`src/rtl/vga_line_fetch.sv`:
```
// Line-buffer fill engine: on a ping-pong buffer request, reads one RGB565 display
// line from the framebuffer arbiter in fixed bursts and streams it into buffer A or B.
module vga_line_fetch #(
  parameter logic [23:0] FB_BASE     = 24'h000000,
  parameter logic [23:0] LINE_STRIDE = 24'd1024,
  parameter int          BURST_LEN   = 16,
  parameter int          DATA_W      = 16
) (
  input  logic              vga_clk,
  input  logic              rst_n_w,
  input  logic              vga_mode,
  input  logic              buf_a_req,
  input  logic              buf_b_req,
  input  logic [9:0]        line_addr,
  output logic              mem_rd_req,
  output logic [23:0]       mem_rd_addr,
  input  logic              mem_rd_ack,
  input  logic              mem_rd_valid,
  input  logic [DATA_W-1:0] mem_rd_data,
  output logic [9:0]        buf_wr_addr,
  output logic [DATA_W-1:0] buf_wr_data,
  output logic              buf_wr_en_a,
  output logic              buf_wr_en_b,
  output logic              fill_busy,
  output logic              fill_done,
  output logic              overrun
);

  localparam int BCW = (BURST_LEN > 1) ? $clog2(BURST_LEN) : 1;
  localparam logic [BCW-1:0] BEAT_LAST = BCW'(BURST_LEN - 1);

  typedef enum logic [1:0] {
    IDLE = 2'd0,
    REQ  = 2'd1,
    DATA = 2'd2,
    DONE = 2'd3
  } state_t;

  state_t state_q, state_d;

  // Word address of pixel off on display line ln; wraps modulo 2^24.
  function automatic logic [23:0] line_word_addr(input logic [9:0] ln, input logic [10:0] off);
    logic [23:0] prod;
    prod = 24'(ln) * LINE_STRIDE;
    return FB_BASE + prod + {13'd0, off};
  endfunction

  logic           req_a_d, req_b_d;
  logic           va_p0, vb_p0;
  logic [9:0]     line_p0;
  logic           line_ok;

  logic           pend_vld, pend_sel;
  logic [9:0]     pend_line;

  logic           buf_sel;
  logic [9:0]     line_r;
  logic [10:0]    px_total;
  logic [10:0]    pix_off;
  logic [BCW-1:0] beat_cnt;

  logic           can_start, use_pend, start_a, start_b, start;
  logic           start_sel;
  logic [9:0]     start_line;
  logic           left_a, left_b, pend_wr, pend_wr_sel;
  logic           beat_in, burst_end, line_end;
  logic [10:0]    pix_next;

  // Blanking-period lines are filtered here so they never start or queue a fill.
  always_comb begin
    line_ok = vga_mode ? (line_addr < 10'd768) : (line_addr < 10'd480);
  end

  // ---- stage p0: request edge detection ----
  always_ff @(posedge vga_clk or negedge rst_n_w) begin
    if (!rst_n_w) begin
      req_a_d <= 1'b0;
      req_b_d <= 1'b0;
      va_p0   <= 1'b0;
      vb_p0   <= 1'b0;
    end else begin
      req_a_d <= buf_a_req;
      req_b_d <= buf_b_req;
      va_p0   <= buf_a_req & ~req_a_d & line_ok;
      vb_p0   <= buf_b_req & ~req_b_d & line_ok;
    end
  end

  always_comb begin
    can_start   = (state_q == IDLE) || (state_q == DONE);
    use_pend    = can_start & pend_vld;
    start_a     = can_start & ~pend_vld & va_p0;
    start_b     = can_start & ~pend_vld & ~va_p0 & vb_p0;
    start       = use_pend | start_a | start_b;
    start_sel   = use_pend ? pend_sel : start_b;
    start_line  = use_pend ? pend_line : line_p0;
    // Any valid rise that did not start a fill this cycle lands in the pending slot.
    left_a      = va_p0 & ~start_a;
    left_b      = vb_p0 & ~start_b;
    pend_wr     = left_a | left_b;
    pend_wr_sel = ~left_a;
    beat_in     = (state_q == DATA) & mem_rd_valid;
    burst_end   = beat_in & (beat_cnt == BEAT_LAST);
    pix_next    = pix_off + 11'd1;
    line_end    = (pix_next == px_total);
  end

  always_comb begin
    state_d = state_q;
    case (state_q)
      IDLE: if (start) state_d = REQ;
      REQ:  if (mem_rd_ack) state_d = DATA;
      DATA: if (burst_end) state_d = line_end ? DONE : REQ;
      DONE: state_d = start ? REQ : IDLE;
      default: state_d = IDLE;
    endcase
  end

  always_ff @(posedge vga_clk or negedge rst_n_w) begin
    if (!rst_n_w) begin
      state_q     <= IDLE;
      pend_vld    <= 1'b0;
      pend_sel    <= 1'b0;
      buf_sel     <= 1'b0;
      px_total    <= 11'd0;
      pix_off     <= 11'd0;
      beat_cnt    <= '0;
      mem_rd_addr <= 24'd0;
      overrun     <= 1'b0;
      fill_done   <= 1'b0;
      buf_wr_en_a <= 1'b0;
      buf_wr_en_b <= 1'b0;
      buf_wr_addr <= 10'd0;
      buf_wr_data <= '0;
    end else begin
      state_q <= state_d;

      if (pend_wr) begin
        pend_vld <= 1'b1;
        pend_sel <= pend_wr_sel;
      end else if (use_pend) begin
        pend_vld <= 1'b0;
      end

      overrun   <= pend_wr & (state_q != IDLE);
      fill_done <= (state_q == DONE);

      if (start) begin
        buf_sel     <= start_sel;
        px_total    <= vga_mode ? 11'd1024 : 11'd640;
        pix_off     <= 11'd0;
        mem_rd_addr <= line_word_addr(start_line, 11'd0);
      end else if (beat_in) begin
        pix_off <= pix_next;
        if (burst_end && !line_end)
          mem_rd_addr <= line_word_addr(line_r, pix_next);
      end

      if ((state_q == REQ) && mem_rd_ack)
        beat_cnt <= '0;
      else if (beat_in)
        beat_cnt <= beat_cnt + BCW'(1);

      // ---- stage p1: buffer write port ----
      buf_wr_en_a <= beat_in & ~buf_sel;
      buf_wr_en_b <= beat_in & buf_sel;
      if (beat_in) begin
        buf_wr_addr <= pix_off[9:0];
        buf_wr_data <= mem_rd_data;
      end
    end
  end

  // Datapath holding registers; always qualified by control before use.
  always_ff @(posedge vga_clk) begin
    line_p0 <= line_addr;
    if (pend_wr) pend_line <= line_p0;
    if (start) line_r <= start_line;
  end

  assign mem_rd_req = (state_q == REQ);
  assign fill_busy  = (state_q != IDLE);

endmodule
```
`config.mk`:
```
export PLATFORM = sky130hd
export DESIGN_NAME = vga_line_fetch
export DESIGN_NICKNAME = d
export VERILOG_FILES = /design/src/rtl/vga_line_fetch.sv
export SDC_FILE = /design/constraint.sdc
export NUM_CORES = 1
export LEC_CHECK = 0
export ABC_AREA = 0
export CORE_MARGIN = 5
export CORE_UTILIZATION = 40
export CTS_CLUSTER_DIAMETER = 80
export CTS_CLUSTER_SIZE = 20
export DETAILED_ROUTE_END_ITERATION = 7
export GPL_ROUTABILITY_DRIVEN = 0
export MAX_ROUTING_LAYER = met4
export SLEW_MARGIN = 0
export SYNTH_ARGS = -nofsm -noshare
export SYNTH_HDL_FRONTEND = slang
export SYNTH_SLANG_ARGS = --single-unit
```
`constraint.sdc`:
```
create_clock -name vga_clk -period 5.3 [get_ports vga_clk]
set_input_delay 1.325 -clock vga_clk [delete_from_list [all_inputs] [get_ports vga_clk]]
set_output_delay 1.325 -clock vga_clk [all_outputs]
set_load 0.01 [all_outputs]
```
# After elaboration in Yosys (flattened, before gate mapping)

Index checks and enable logic that the tools add are counted.

Bits in registers: 119
Bits of input ports: 33
Output and inout bits: 56
Logic and storage cells: 92

Add/subtract/negate cells: 3
Order comparisons: 2
Equality and inequality tests: 8
Muxes and demuxes: 19
Bitwise operators: 27
Reductions and logical operators: 12

Operator list:

| operator                                                               | count |
|---|---|
| 24-bit 2-to-1 mux                                                      | 3 |
| 11-bit 2-to-1 mux                                                      | 3 |
| 20-bit by 11-bit adder with 21-bit output                              | 1 |
| 1-bit AND                                                              | 16 |
| 11-bit by 1-bit adder with 11-bit output (second input constant)       | 1 |
| 11-bit equality test                                                   | 1 |
| 10-bit < comparator (second input constant)                            | 1 |
| 10-bit by 9-bit < comparator with 1-bit output (second input constant) | 1 |
| 10-bit 2-to-1 mux                                                      | 1 |
| 2-bit nonzero test                                                     | 5 |
| 2-bit 2-to-1 mux                                                       | 4 |
| 4-bit 2-to-1 mux                                                       | 2 |
| 1-bit inverter                                                         | 8 |
| 2-bit case mux with 4 select lines                                     | 1 |
| 1-bit 2-to-1 mux                                                       | 5 |
| 4-bit by 1-bit adder with 4-bit output (second input constant)         | 1 |
| 2-bit equality test (second input constant)                            | 2 |
| 4-bit equality test (second input constant)                            | 1 |
| 2-bit inequality test (second input constant)                          | 2 |
| 1-bit bitwise OR                                                       | 3 |
| 3-bit AND reduction                                                    | 1 |
| 2-bit by 1-bit equality test with 1-bit output (second input constant) | 1 |
| 1-bit logical AND                                                      | 2 |
| 2-bit zero test                                                        | 1 |
| 4 further kinds                                                        | 4 |

# Logic depth before layout (Yosys ltp)

Gate-level depths: netlist (run 1).

Depth in word-level cells: 9
Mapped depth: 12
Mapped depth without buffers: 12

# Worst setup path before layout (run 1)

Ideal clock, no wire load.

Path kind: input -> register
From: input port mem_rd_valid
To: register state_q[1]
Arrival time: 2403 ps
Data required time: 5218 ps
Setup slack: 2815 ps
Stages: 6
Cell sequence: and2_1 buf_2 nand4_1 a222oi_1 a21oi_1 a31oi_1

Word-level cells in the longest chain between the ends: 4

RTL lines:

| item                                   | RTL line | RTL |
|---|---|---|
| start, declared                        | 18       | `input logic mem_rd_valid,` |
| 1-bit AND                              | 102      | `beat_in = (state_q == DATA) & mem_rd_valid;` |
| 1-bit AND                              | 103      | `burst_end = beat_in & (beat_cnt == BEAT_LAST);` |
| 2-bit inequality test (no source line) | -        |  |
| 3-bit AND reduction (no source line)   | -        |  |
| end signal, assigned                   | 136      | `state_q <= state_d;` |
| end, declared                          | 39       | `state_t state_q, state_d;` |

Every way passes these cells.
A chain may end at the register's enable or synchronous reset.

# Final worst setup path (run 1)

Same ends and word-level chain as after synthesis.

==> results of run 1 <==
## worst paths after layout
check,from,to,slack [ns],cells past startpoint
max,mem_rd_valid,state_q[1],2.06,6
min,req_b_d,vb_p0,0.40,1
max reg2reg,pix_off[0],mem_rd_addr[9],2.21,7
min reg2reg,req_b_d,vb_p0,0.40,1
max in group asynchronous,rst_n_w,pix_off[9],3.54,1
min in group asynchronous,rst_n_w,pix_off[5],1.13,1
## cells by family (layout without fill, tap and decap cells)
group                    count (synthesis)  count (layout)
AO/OA/AOI/OAI                           87              87
XOR/XNOR                                26              26
adder cells (fa/ha/maj)                  8               8
buffers and inverters                   37             110
flip-flops                             107             107
multiplexers                            12              12
other                                    1               3
AND/OR/NAND/NOR                        174             174
## power by group through the flow
stage | Combinational (W) | Clock [W] | Sequential [W]
2_1_floorplan | 0.000524 | 0 | 0.00125
3_3_place_gp | 0.000941 | 0 | 0.00123
3_5_place_dp | 0.000957 | 0 | 0.00123
4_1_cts | 0.000964 | 0.000672 | 0.00122
5_1_grt | 0.00104 | 0.000707 | 0.00125
6_report | 0.000947 | 0.000651 | 0.00122
## worst max-delay path, delay by kind of cell
family | cells | cell delay (ns)
buffers and inverters | 1 | 0.49
AND/OR/NAND/NOR | 2 | 0.70
AO/OA/AOI/OAI | 3 | 0.99
## stage by stage
step | total power, W | hold WS, ns
6_report | 0.002818 | 0.4043
2_1_floorplan | 0.001770 | 0.3833
3_5_place_dp | 0.002191 | 0.4009
4_1_cts | 0.002859 | 0.4077
3_3_place_gp | 0.002171 | 0.3931
5_1_grt | 0.002994 | 0.4270
## sequential cells by signal, indices dropped and copies added (netlist names), 4 cells and up
| signal | flops |
|---|---|
| pix_off | 11 |
| line_r | 10 |
| line_p0 | 10 |
| buf_wr_addr | 10 |
| pend_line | 10 |
| mem_rd_addr | 21 |
| beat_cnt | 4 |
| buf_wr_data | 16 |
## per-layer routing
layer | vias to the layer above | routed length, µm | GRT usage
met4 | 0 | 150 | 0.04939
met5 | - | 0 | -
met2 | 70 | 4902 | 0.2335
met3 | 11 | 524 | 0.03989
li1 | 1686 | - | -
met1 | 1686 | 4868 | 0.2006
## final cells by class
cell class | instances | area [µm²] | area share
well taps | 147 | 183.9 | 0.03098
inverters | 6 | 22.52 | 0.003793
repair buffers | 88 | 870.8 | 0.1467
flip-flops and latches | 107 | 2728 | 0.4594
clock inverters | 5 | 55.05 | 0.009273
multi-input cells | 310 | 1844 | 0.3106
clock buffers | 11 | 232.7 | 0.03920
## cell usage in the layout (no fill, tap or decap), drive strengths merged, types with 2 or more instances in the layout
master	instances
ha	8
xor2	10
xnor2	15
dfxtp	10
dfrtp	77
nand2b	2
o22ai	2
a31oi	4
nor3b	3
inv	6
nor2	23
o21ai	16
o31ai	6
mux2i	2
a21oi	34
or3	6
nand4	5
conb	3
buf	4
mux2	10
nand2	108
clkinv	3
a211oi	11
edfxtp	20
o21a	2
clkbuf	11
nor3	10
and3	4
clkdlybuf4s50	84
nand3	9
==> flow_metrics.tcl, run 1 <==
set metrics [dict create \
    peakVddDrop_uv 231.8 \
    final_cell_count_no_fill 674 \
    ys.flop_type "dfrtp_1" \
    p_comb_frac 0.336 \
    synth.area.top_cells "dfrtp_1 (40%), edfxtp_1 (13%), nand2_1 (8.5%), dfxtp_1 (4.2%), a21oi_1 (3.6%)" \
    drt_wl_total_um 10450 \
    antenna_cells 0 \
    rows 40 \
    yosysTopAreaCell "dfrtp_1" \
    synthMuxAreaShare 0.02776 \
    slowest_delay_ns 0.67 \
    clkPwrFrac 0.231 \
    initial_core_util 0.4028 \
    synth_compound_area_frac 0.1202 \
    fin_crit_sh 0.6116 \
    synth_xor_xnor_area_share 0.05106 \
    dpl_cell_area_um2 5649 \
    die_area_um2 14230 \
    wire_per_inst_um 15.50 \
    viasPerCell 5.123 \
    grt_antenna_before_repair 0 \
    tns_ns 0 \
    cp_slowest_cell "a222oi_1" \
    yosys_warnings 0 \
    post-cts-setup-buffers 0 \
    drtAntennaViolNets 0 \
    final_area_um2 5937 \
    cts_hold_buf 0 \
    power_switching_w 0.0009315 \
    placed_cells 658 \
    internal-power_w 0.001887 \
    htree_levels 3 \
    first_iter_violations 194 \
    final_core_util 0.5005 \
    first_pass_iters 4 \
    synth-seq-area-share 0.5708 \
    fp.dieW_um 119.3 \
    synth_common_cells "nand2_1 (108), dfrtp_1 (77), a21oi_1 (34), nor2_1 (22), edfxtp_1 (20)" \
    place_ws_ns 1.723 \
    slew_violations 0 \
    route.detailed.drc 0 \
    cts_root_buffer "clkbuf_16" \
    fin_ws_ns 2.059 \
    die_h_um 119.3 \
    ioPinCount 89 \
    finalSetupViolCount 0 \
    cts_buffers 9 \
    synth.top_cell.area_share 0.4032 \
    status "complete, no violations" \
    core_area_um2 11860 \
    nNetsFinal 563 \
    clock_latency_ns 0.35 \
    worstPathRequired_ns 5.57 \
    synth_area_um2 4778 \
    fin_crit_ns 3.241 \
    p_sw_frac 0.3305 \
    grt_usage 0.1530 \
    grt_max_degree 78 \
    vias 3453 \
    maxCapViolations 0 \
    yosysMostFrequentCell "nand2_1" \
    grt_pass1_wl_um 17080 \
    async_flop_share 0.7196 \
    pwr-share-seq 0.433 \
    drive_above_1_share 0.08539 \
    synthAdderAreaFrac 0.02095 \
    crit_path_start_kind "input port" \
    fin_skew_ns 0.006870 \
    fmax_mhz 308.5 \
    worstHoldPathType "reg -> reg" \
    cts_resized 0 \
    fill_cells 1103 \
    grt_overflow 0 \
    ys_seq_elements 107 \
    avgSynthCellArea_um2 10.57 \
    endpoint_kind "flop" \
    cts_sinks 107 \
    crit_fanout 14 \
    p_leak_nw 2.493 \
    worstPathCellList "clkdlybuf4s50_1 -> and2_1 -> nand4_1 -> a222oi_1 -> a21oi_1 -> a31oi_1" \
    clk_pin_slew_worst_paths_ns 0.07 \
    relSlewSlack 0.2877 \
    synth-edff-count 20 \
    grt_pass1_vias 3413 \
    synth_cell_types 56 \
    synthCells 452 \
    cp_data_arrival_time_ns 3.51 \
    placement.io_buffers 85 \
    dp_hpwl_um 7138 \
    yosys.area_share.simple 0.1637 \
    power_density_nw_per_um2 474.7 \
    area.growth.synth_to_final_pct 24.25 \
    synth_top_family_by_area "simple AND/OR/NAND/NOR gates" \
    worst_pin_slew_ns 1.067 \
    worst-setup-path-type "in -> reg" \
    rsz0062_at_grt "no" \
    hold_viol 0 \
    clockBufferDepth 2 \
    cts_tree "yes" \
]
Power figures use the tool's default switching activity.
==> run 2, diff against run 1 <==
Clock period 5.3 ns to 3.1 ns, I/O delays scaled along.
==> run 2 against run 1 <==
Net effect: first-iteration DRC count is 53% higher; final cell count is 1.0% higher; clock-buffer cell count fell by 1; clock skew is essentially flat; routed wire length grew 0.85%; critical path depth rose by 6; largest power group unchanged; clock power is 74% higher; critical endpoint is now mem_rd_addr[18]; flip-flop and latch count stayed put; final area increased by 0.97%; combinational power up 74%; die area is the same; sequential power rose by 71%.
==> flow_metrics.tcl, run 2 (synthesis gave the netlist of run 1 again) <==
set metrics [dict create \
    status "complete, no violations" \
    first_iter_violations 297 \
    fp.dieW_um 119.3 \
    place_ws_ns 0.3119 \
    post-cts-setup-buffers 0 \
    fin_crit_ns 2.814 \
    cts_hold_buf 0 \
    cp_slowest_cell "dfrtp_1" \
    grt_pass1_wl_um 17430 \
    slew_violations 0 \
    fin_ws_ns 0.2862 \
    dp_hpwl_um 7315 \
    power_density_nw_per_um2 812.2 \
    maxCapViolations 0 \
    multi_input_comb_area_um2 1844 \
    antenna_cells 0 \
    path_common_cell "ha_1" \
    fmax_mhz 355.4 \
    peakVddDrop_uv 441.0 \
    relSlewSlack 0.3450 \
    viasPerCell 5.126 \
    htree_levels 3 \
    vias 3491 \
    grt_max_degree 78 \
    nNetsFinal 570 \
    largest_reg_flops 21 \
    layout_commonest_cell "nand2_1" \
    first_pass_iters 4 \
    p_leak_nw 2.532 \
    area.growth.synth_to_final_pct 25.45 \
    crit_path_start_kind "flop" \
    cts_root_buffer "clkbuf_16" \
    drtAntennaViolNets 0 \
    ioPinCount 89 \
    rows 40 \
    grt_overflow 0 \
    grt_usage 0.1553 \
    initial_core_util 0.4028 \
    largestRegisters "mem_rd_addr x21, buf_wr_data x16, pix_off x11" \
    grt_pass1_vias 3435 \
    drt_wl_total_um 10540 \
    worst_pin_slew_ns 0.9825 \
    worstHoldPathType "reg -> reg" \
    placement.io_buffers 85 \
    drive_above_1_share 0.09925 \
    route.detailed.drc 0 \
    finalSetupViolCount 0 \
    crit_fanout 8 \
    cts_tree "yes" \
    register_area_um2 2728 \
    die_h_um 119.3 \
    endpoint_kind "flop" \
    worstPathRequired_ns 3.33 \
    cts_sinks 107 \
    worstPathCellList "ha_1 -> nand2_1 -> nor3_2 -> xor2_1 -> ha_1 -> ha_1 -> nand3_1 -> nor2_1 -> nand3_1 -> xnor2_1 -> o31ai_1 -> o21ai_0" \
    fill_cells 1069 \
    wire_per_inst_um 15.47 \
    grt_antenna_before_repair 0 \
    fin_crit_sh 0.9077 \
    die_area_um2 14230 \
    rsz0062_at_grt "no" \
    cts_resized 0 \
    tns_ns 0 \
    fin_skew_ns 0.006453 \
    hold_viol 0 \
    clockBufferDepth 2 \
    clk_pin_slew_worst_paths_ns 0.07 \
    mostFrequentLayoutCells "nand2_1 (108), clkdlybuf4s50_1 (84), dfrtp_1 (77)" \
    cp_data_arrival_time_ns 3.04 \
    core_area_um2 11860 \
    clock_latency_ns 0.35 \
    slowest_delay_ns 0.50 \
    cts_buffers 9 \
    top_register "mem_rd_addr" \
    worst-setup-path-type "reg -> reg" \
]
-- run 2: power breakdown --
| group | switching [W] | leakage (nW) | total, W | internal (W) |
|---|---|---|---|---|
| combinational | 0.000846 | 1.12 | 0.00165 | 0.000801 |
| clock | 0.000506 | 0.140 | 0.00113 | 0.000627 |
| sequential | 0.000261 | 1.28 | 0.00209 | 0.00183 |
| total | 0.00161 | 2.53 | 0.00487 | 0.00326 |
-- run 2: area by class of cell --
| type | count | share of cell area |
|---|---|---|
| multi-input cells | 310 | 0.3077 |
| clock inverters | 6 | 0.01064 |
| flip-flops and latches | 107 | 0.4550 |
| clock buffers | 10 | 0.03820 |
| repair buffers | 95 | 0.1540 |
| inverters | 6 | 0.003757 |
| well taps | 147 | 0.03068 |
-- run 2: routing by layer --
metal | part of all wire | track usage | up-vias
li1 | - | - | 1701
met1 | 0.48 | 0.2130 | 1681
met2 | 0.46 | 0.2310 | 94
met3 | 0.050 | 0.02991 | 15
met4 | 0.018 | 0.05583 | 0
met5 | 0 | - | -
-- run 2: path summary, 6_finish.rpt --
kind | start | to | slack, ns | depth (start not counted)
max | pix_off[0] | mem_rd_addr[18] | 0.29 | 12
min | req_a_d | va_p0 | 0.40 | 1
max reg2reg | pix_off[0] | mem_rd_addr[18] | 0.29 | 12
min reg2reg | req_a_d | va_p0 | 0.40 | 1
max in group asynchronous | rst_n_w | vb_p0 | 1.89 | 1
min in group asynchronous | rst_n_w | buf_wr_data[15] | 0.60 | 1
-- run 2: through the flow --
stage / utilization / hold WS, ns / total power, W / instance area, µm² / cells
after floorplan: - / 0.3833 / 0.003026 / 4786 / 454
after global placement: 0.4807 / 0.3938 / 0.003746 / 5702 / 665
after detailed placement: 0.4807 / 0.3898 / 0.003775 / 5702 / 665
after CTS: 0.5054 / 0.3992 / 0.004923 / 5995 / 681
after global routing: 0.5054 / 0.4180 / 0.005158 / 5995 / 681
final: 0.5054 / 0.3976 / 0.004869 / 5995 / 681
-- run 2: critical path, delay by kind of cell, from the launching register on --
| family | cells | cell delay, ns |
|---|---|---|
| AO/OA/AOI/OAI | 2 | 0.30 |
| XOR/XNOR | 2 | 0.31 |
| adder cells (fa/ha/maj) | 3 | 0.73 |
| flip-flops | 1 | 0.50 |
| AND/OR/NAND/NOR | 5 | 0.86 |
==> RTL change 1, RTL diff (settings of run 2) <==
Set the parameter `BURST_LEN` to 32 (it was 16).
--- a/src/rtl/vga_line_fetch.sv
+++ b/src/rtl/vga_line_fetch.sv
@@ -5,3 +5,3 @@
   parameter logic [23:0] LINE_STRIDE = 24'd1024,
-  parameter int          BURST_LEN   = 16,
+  parameter int          BURST_LEN   = 32,
   parameter int          DATA_W      = 16
Behaviour: same outputs for any inputs over 10 cycles, from zero or initial values and one cycle with rst_n_w low; that may be too few to reach the edited logic, so the function may still have changed.
==> RTL change 1 against run 2 <==
- power down 1.8%
- clock power is 7% lower
- cell count down 0.44%
- design area is 0.19% lower
- clock skew grew 0.0014 ns
- count of clock-buffer cells in the layout is 3 higher
- critical path depth decreased by 9
- synthesized area rose by 0.55%
- setup slack better by 0.22 ns
- wire length shrank 1.4%
- sequential cell count is 1 higher
- largest cell class unchanged
==> RTL change 1: results (changes against run 2) <==
<table>
<tr><th>Metric</th><th>Value</th></tr>
<tr><th colspan="2">Worst setup path</th></tr>
<tr><td>FF-to-FF path depth</td><td>10 (was 12)</td></tr>
<tr><td>Reg2Reg Setup Slack</td><td>0.54 ns (was 0.29 ns)</td></tr>
<tr><td>Max stage delay on crit path</td><td>0.61 ns (was 0.50 ns)</td></tr>
<tr><td>Crit path max fanout</td><td>7 (was 8)</td></tr>
<tr><th colspan="2">Synthesis</th></tr>
<tr><td>Xor-xnor portion of the synthesized cell area</td><td>0.0521 (was 0.0511)</td></tr>
<tr><td>Adder and majority gate portion of the synthesized area</td><td>0.0234 (was 0.0209)</td></tr>
<tr><td>Fraction of the mapped netlist area in compound gates</td><td>0.115 (was 0.120)</td></tr>
<tr><td>Number of distinct library cells after synthesis</td><td>55 (was 56)</td></tr>
<tr><td>Top cells by instance count after synthesis</td><td>sky130_fd_sc_hd__nand2_1, sky130_fd_sc_hd__dfrtp_1, sky130_fd_sc_hd__a21oi_1, sky130_fd_sc_hd__edfxtp_1 (was sky130_fd_sc_hd__nand2_1, sky130_fd_sc_hd__dfrtp_1, sky130_fd_sc_hd__a21oi_1, sky130_fd_sc_hd__nor2_1, sky130_fd_sc_hd__edfxtp_1)</td></tr>
<tr><td>Post-synthesis mux area share</td><td>0.0354 (was 0.0278)</td></tr>
<tr><td>Leading post-synthesis cells by cell area</td><td>sky130_fd_sc_hd__dfrtp_1, sky130_fd_sc_hd__edfxtp_1, sky130_fd_sc_hd__nand2_1 (unchanged)</td></tr>
<tr><th colspan="2">Power</th></tr>
<tr><td>Leakage power of the design</td><td>2.57 nW (was 2.53 nW)</td></tr>
<tr><td>Worst ir drop on vdd</td><td>0.301 mV (was 0.441 mV)</td></tr>
<tr><th colspan="2">Route</th></tr>
<tr><td>Routed length on met3</td><td>331 µm (was 531 µm)</td></tr>
<tr><td>Via count</td><td>3454 (was 3491)</td></tr>
<tr><td>Routed length on met2</td><td>5020 µm (was 4810 µm)</td></tr>
<tr><td>Wire length per cell</td><td>15.3 µm (was 15.5 µm)</td></tr>
<tr><td>Initial DRC Count</td><td>203 (was 297)</td></tr>
<tr><th colspan="2">GRT</th></tr>
<tr><td>Overall global routing resource usage</td><td>0.156 (was 0.155)</td></tr>
<tr><td>Largest net degree at the start of global routing</td><td>79 (was 78)</td></tr>
<tr><th colspan="2">Final layout</th></tr>
<tr><td>Layout cell share with drive strength beyond 1</td><td>0.0885 (was 0.0993)</td></tr>
<tr><th colspan="2">STA</th></tr>
<tr><td>Final Skew</td><td>0.00781 ns (was 0.00645 ns)</td></tr>
<tr><td>Worst-Margin Slew</td><td>1.01 ns (was 0.983 ns)</td></tr>
<tr><th colspan="2">Placement</th></tr>
<tr><td>Half-perimeter wire length of the detailed placement result</td><td>7360 µm (was 7320 µm)</td></tr>
<tr><th colspan="2">Status</th></tr>
<tr><td>Outcome</td><td>finished clean (unchanged)</td></tr>
</table>
-- RTL change 1: changes by cell type after synthesis, moves of 3 or more --
cell / run 2 / this run
sky130_fd_sc_hd__a2bb2oi_1: 0 / 3
sky130_fd_sc_hd__buf_4: 8 / 5
sky130_fd_sc_hd__nor2_1: 22 / 15
sky130_fd_sc_hd__o21ai_0: 12 / 9
sky130_fd_sc_hd__o21ai_1: 4 / 12
sky130_fd_sc_hd__o31ai_1: 3 / 8
sky130_fd_sc_hd__o31ai_2: 3 / 0
-- RTL change 1: kinds of logic (layout without fill, tap and decap cells) --
group,Yosys count,in the layout
and+or+nand+nor,166,166
buffers and inverters,36,114
muxes,15,15
DFF,108,108
adders and majority gates,9,9
xor gates and xnor gates,27,27
AOI/OAI and AO/OA,89,89
other,1,3
-- RTL change 1: how the worst max path moves through the flow --
stage | startpoint | to | slack, ns | depth (start not counted)
6_report | state_q[1] | mem_rd_req | 0.51 | 3
5_1_grt | pix_off[0] | mem_rd_addr[18] | 0.24 | 10
4_1_cts | state_q[1] | mem_rd_req | 0.50 | 3
3_5_place_dp | pix_off[0] | mem_rd_addr[18] | 0.54 | 10
3_3_place_gp | mem_rd_valid | state_q[1] | 0.64 | 7
2_1_floorplan | state_q[0] | line_r[0] | 0.70 | 6
-- RTL change 1: layer usage --
metal	vias up	global-route usage
met2	65	0.252
met5	-	-
met4	0	0.0444
met1	1685	0.204
li1	1695	-
met3	9	0.0273
-- RTL change 1: cell type report --
class | count | area share
timing repair buffer | 93 | 0.152
sequential | 108 | 0.460
clock inverter | 3 | 0.00376
clock buffer | 13 | 0.0418
multi-input combinational | 309 | 0.309
inverter | 5 | 0.00314
tap | 147 | 0.0307
-- RTL change 1: power by group through the flow --
stage | Combinational [mW] | Clock [mW] | Sequential (mW)
after floorplan | 0.910 | 0 | 2.14
after detailed placement | 1.66 | 0 | 2.11
after CTS | 1.68 | 1.09 | 2.09
after global placement | 1.64 | 0 | 2.10
after global routing | 1.82 | 1.15 | 2.14
final | 1.65 | 1.05 | 2.08
-- RTL change 1: worst max-delay path, delay by kind of cell (launching register included) --
kind	cells	cell delay [ns]
buffers and inverters	2	0.72
DFF	1	0.43
adders and majority gates	1	0.33
-- RTL change 1: stage by stage --
step / setup slack [ns] / total power [mW] / hold WS [ns] / instance area (µm²) / instances
after floorplan: 0.698 / 3.05 / 0.383 / 4810 / 453
after global placement: 0.642 / 3.75 / 0.388 / 5710 / 662
after detailed placement: 0.539 / 3.78 / 0.389 / 5710 / 662
after CTS: 0.501 / 4.86 / 0.408 / 5980 / 678
after global routing: 0.242 / 5.10 / 0.429 / 5980 / 678
final: 0.510 / 4.78 / 0.412 / 5980 / 678
==> RTL change 2, RTL diff (settings of run 2) <==
Made on the original files. Remove the register `overrun`: a continuous assignment takes its place, so the output `overrun` follows one clock earlier.
--- a/src/rtl/vga_line_fetch.sv
+++ b/src/rtl/vga_line_fetch.sv
@@ -128,3 +128,2 @@
       mem_rd_addr <= 24'd0;
-      overrun     <= 1'b0;
       fill_done   <= 1'b0;
@@ -144,3 +143,2 @@
 
-      overrun   <= pend_wr & (state_q != IDLE);
       fill_done <= (state_q == DONE);
@@ -173,2 +171,4 @@
 
+  assign overrun = pend_wr & (state_q != IDLE);
+
   // Datapath holding registers; always qualified by control before use.
Check against the original RTL: not equivalent (a bounded check fails within 4 cycles, from zero or initial values and one cycle with rst_n_w low).
==> RTL change 2 against run 2 <==
- setup slack lost 0.082 ns
- global-route usage up 0.39 points
- synthesized area decreased by 0.52%
- cell count fell by 0.73%
- power increased by 0.90%
- sequential cell count decreased by 1
- design area decreased by 0.17%
- wire length up 1.2%
==> RTL change 2: results (changes against run 2) <==
<table>
<tr><th>Metric</th><th>Value</th></tr>
<tr><th colspan="2">Status</th></tr>
<tr><td>Outcome</td><td>finished clean (unchanged)</td></tr>
<tr><th colspan="2">Worst setup path</th></tr>
<tr><td>Max stage delay on crit path</td><td>0.55 ns (was 0.50 ns)</td></tr>
<tr><td>Beginning of the worst register-to-register path</td><td>pix_off[1] (was pix_off[0])</td></tr>
<tr><td>Cell with the biggest individual delay on the critical path</td><td>sky130_fd_sc_hd__clkdlybuf4s50_1 (was sky130_fd_sc_hd__dfrtp_1)</td></tr>
<tr><td>Destination of the critical timing path</td><td>overrun (was mem_rd_addr[18])</td></tr>
<tr><td>Crit path launch</td><td>state_q[0] (was pix_off[0])</td></tr>
<tr><td>CP Data Arrival Time</td><td>2.12 ns (was 3.04 ns)</td></tr>
<tr><td>Reg2Reg Setup Slack</td><td>0.32 ns (was 0.29 ns)</td></tr>
<tr><th colspan="2">Synthesis</th></tr>
<tr><td>Xor-xnor portion of the synthesized cell area</td><td>0.0513 (was 0.0511)</td></tr>
<tr><td>Leading post-synthesis cells by cell area</td><td>sky130_fd_sc_hd__dfrtp_1, sky130_fd_sc_hd__edfxtp_1, sky130_fd_sc_hd__nand2_1 (unchanged)</td></tr>
<tr><td>Top cells by instance count after synthesis</td><td>sky130_fd_sc_hd__nand2_1, sky130_fd_sc_hd__dfrtp_1, sky130_fd_sc_hd__a21oi_1, sky130_fd_sc_hd__nor2_1, sky130_fd_sc_hd__edfxtp_1 (unchanged)</td></tr>
<tr><th colspan="2">Final layout</th></tr>
<tr><td>Layout cell share with drive strength beyond 1</td><td>0.107 (was 0.0993)</td></tr>
<tr><td>Fill cell instance count of the final layout</td><td>1032 (was 1069)</td></tr>
<tr><td>Proportion of final cell area spent on non-clock buffers</td><td>0.154 (about the same)</td></tr>
<tr><td>Count of nets after finishing</td><td>569 (was 570)</td></tr>
<tr><td>Fraction of standard cell area in multi-input logic</td><td>0.309 (was 0.308)</td></tr>
<tr><th colspan="2">Route</th></tr>
<tr><td>Via count</td><td>3518 (was 3491)</td></tr>
<tr><td>Total Routed Length</td><td>10700 µm (was 10500 µm)</td></tr>
<tr><th colspan="2">STA</th></tr>
<tr><td>Fin Hold WS</td><td>0.404 ns (was 0.398 ns)</td></tr>
<tr><td>Worst-Margin Slew</td><td>0.986 ns (was 0.983 ns)</td></tr>
<tr><th colspan="2">Power</th></tr>
<tr><td>Leakage power of the design</td><td>2.53 nW (about the same)</td></tr>
<tr><td>Net switching power</td><td>1.66 mW (was 1.61 mW)</td></tr>
<tr><th colspan="2">GRT</th></tr>
<tr><td>First-pass GRT wire length</td><td>17900 µm (was 17400 µm)</td></tr>
<tr><th colspan="2">Worst hold path</th></tr>
<tr><td>Launch instance of the worst min-delay path</td><td>req_b_d (was req_a_d)</td></tr>
<tr><th colspan="2">Placement</th></tr>
<tr><td>Half-perimeter wire length of the detailed placement result</td><td>7390 µm (was 7320 µm)</td></tr>
</table>
RTL change 2: changes by cell type in the layout (fill, tap and decap cells not counted), sizes merged:
cell      before  now
clkbuf        10    9
clkinvlp       1    0
dfrtp         77   76
inv            7    9
RTL change 2: timing repair:
item	4_1_cts	5_1_grt
resized for setup	0	2
endpoints found under the hold margin	0	0
setup endpoints to repair	0	1
RTL change 2: metal layers:
metal,wire length [µm],vias up,GRT usage
li1,-,1705,-
met1,5150,1690,0.222
met4,203,0,0.0615
met2,4840,109,0.234
met5,0,-,-
met3,466,14,0.0256
RTL change 2: through the flow:
stage / power [mW] / setup WS [ns] / std cells / area [µm²]
3_3_place_gp: 3.74 / 0.480 / 660 / 5670
6_report: 4.91 / 0.204 / 676 / 5980
3_5_place_dp: 3.77 / 0.235 / 660 / 5670
2_1_floorplan: 3.01 / 0.663 / 453 / 4760
5_1_grt: 5.24 / 0.0425 / 676 / 5980
4_1_cts: 4.97 / 0.180 / 676 / 5980
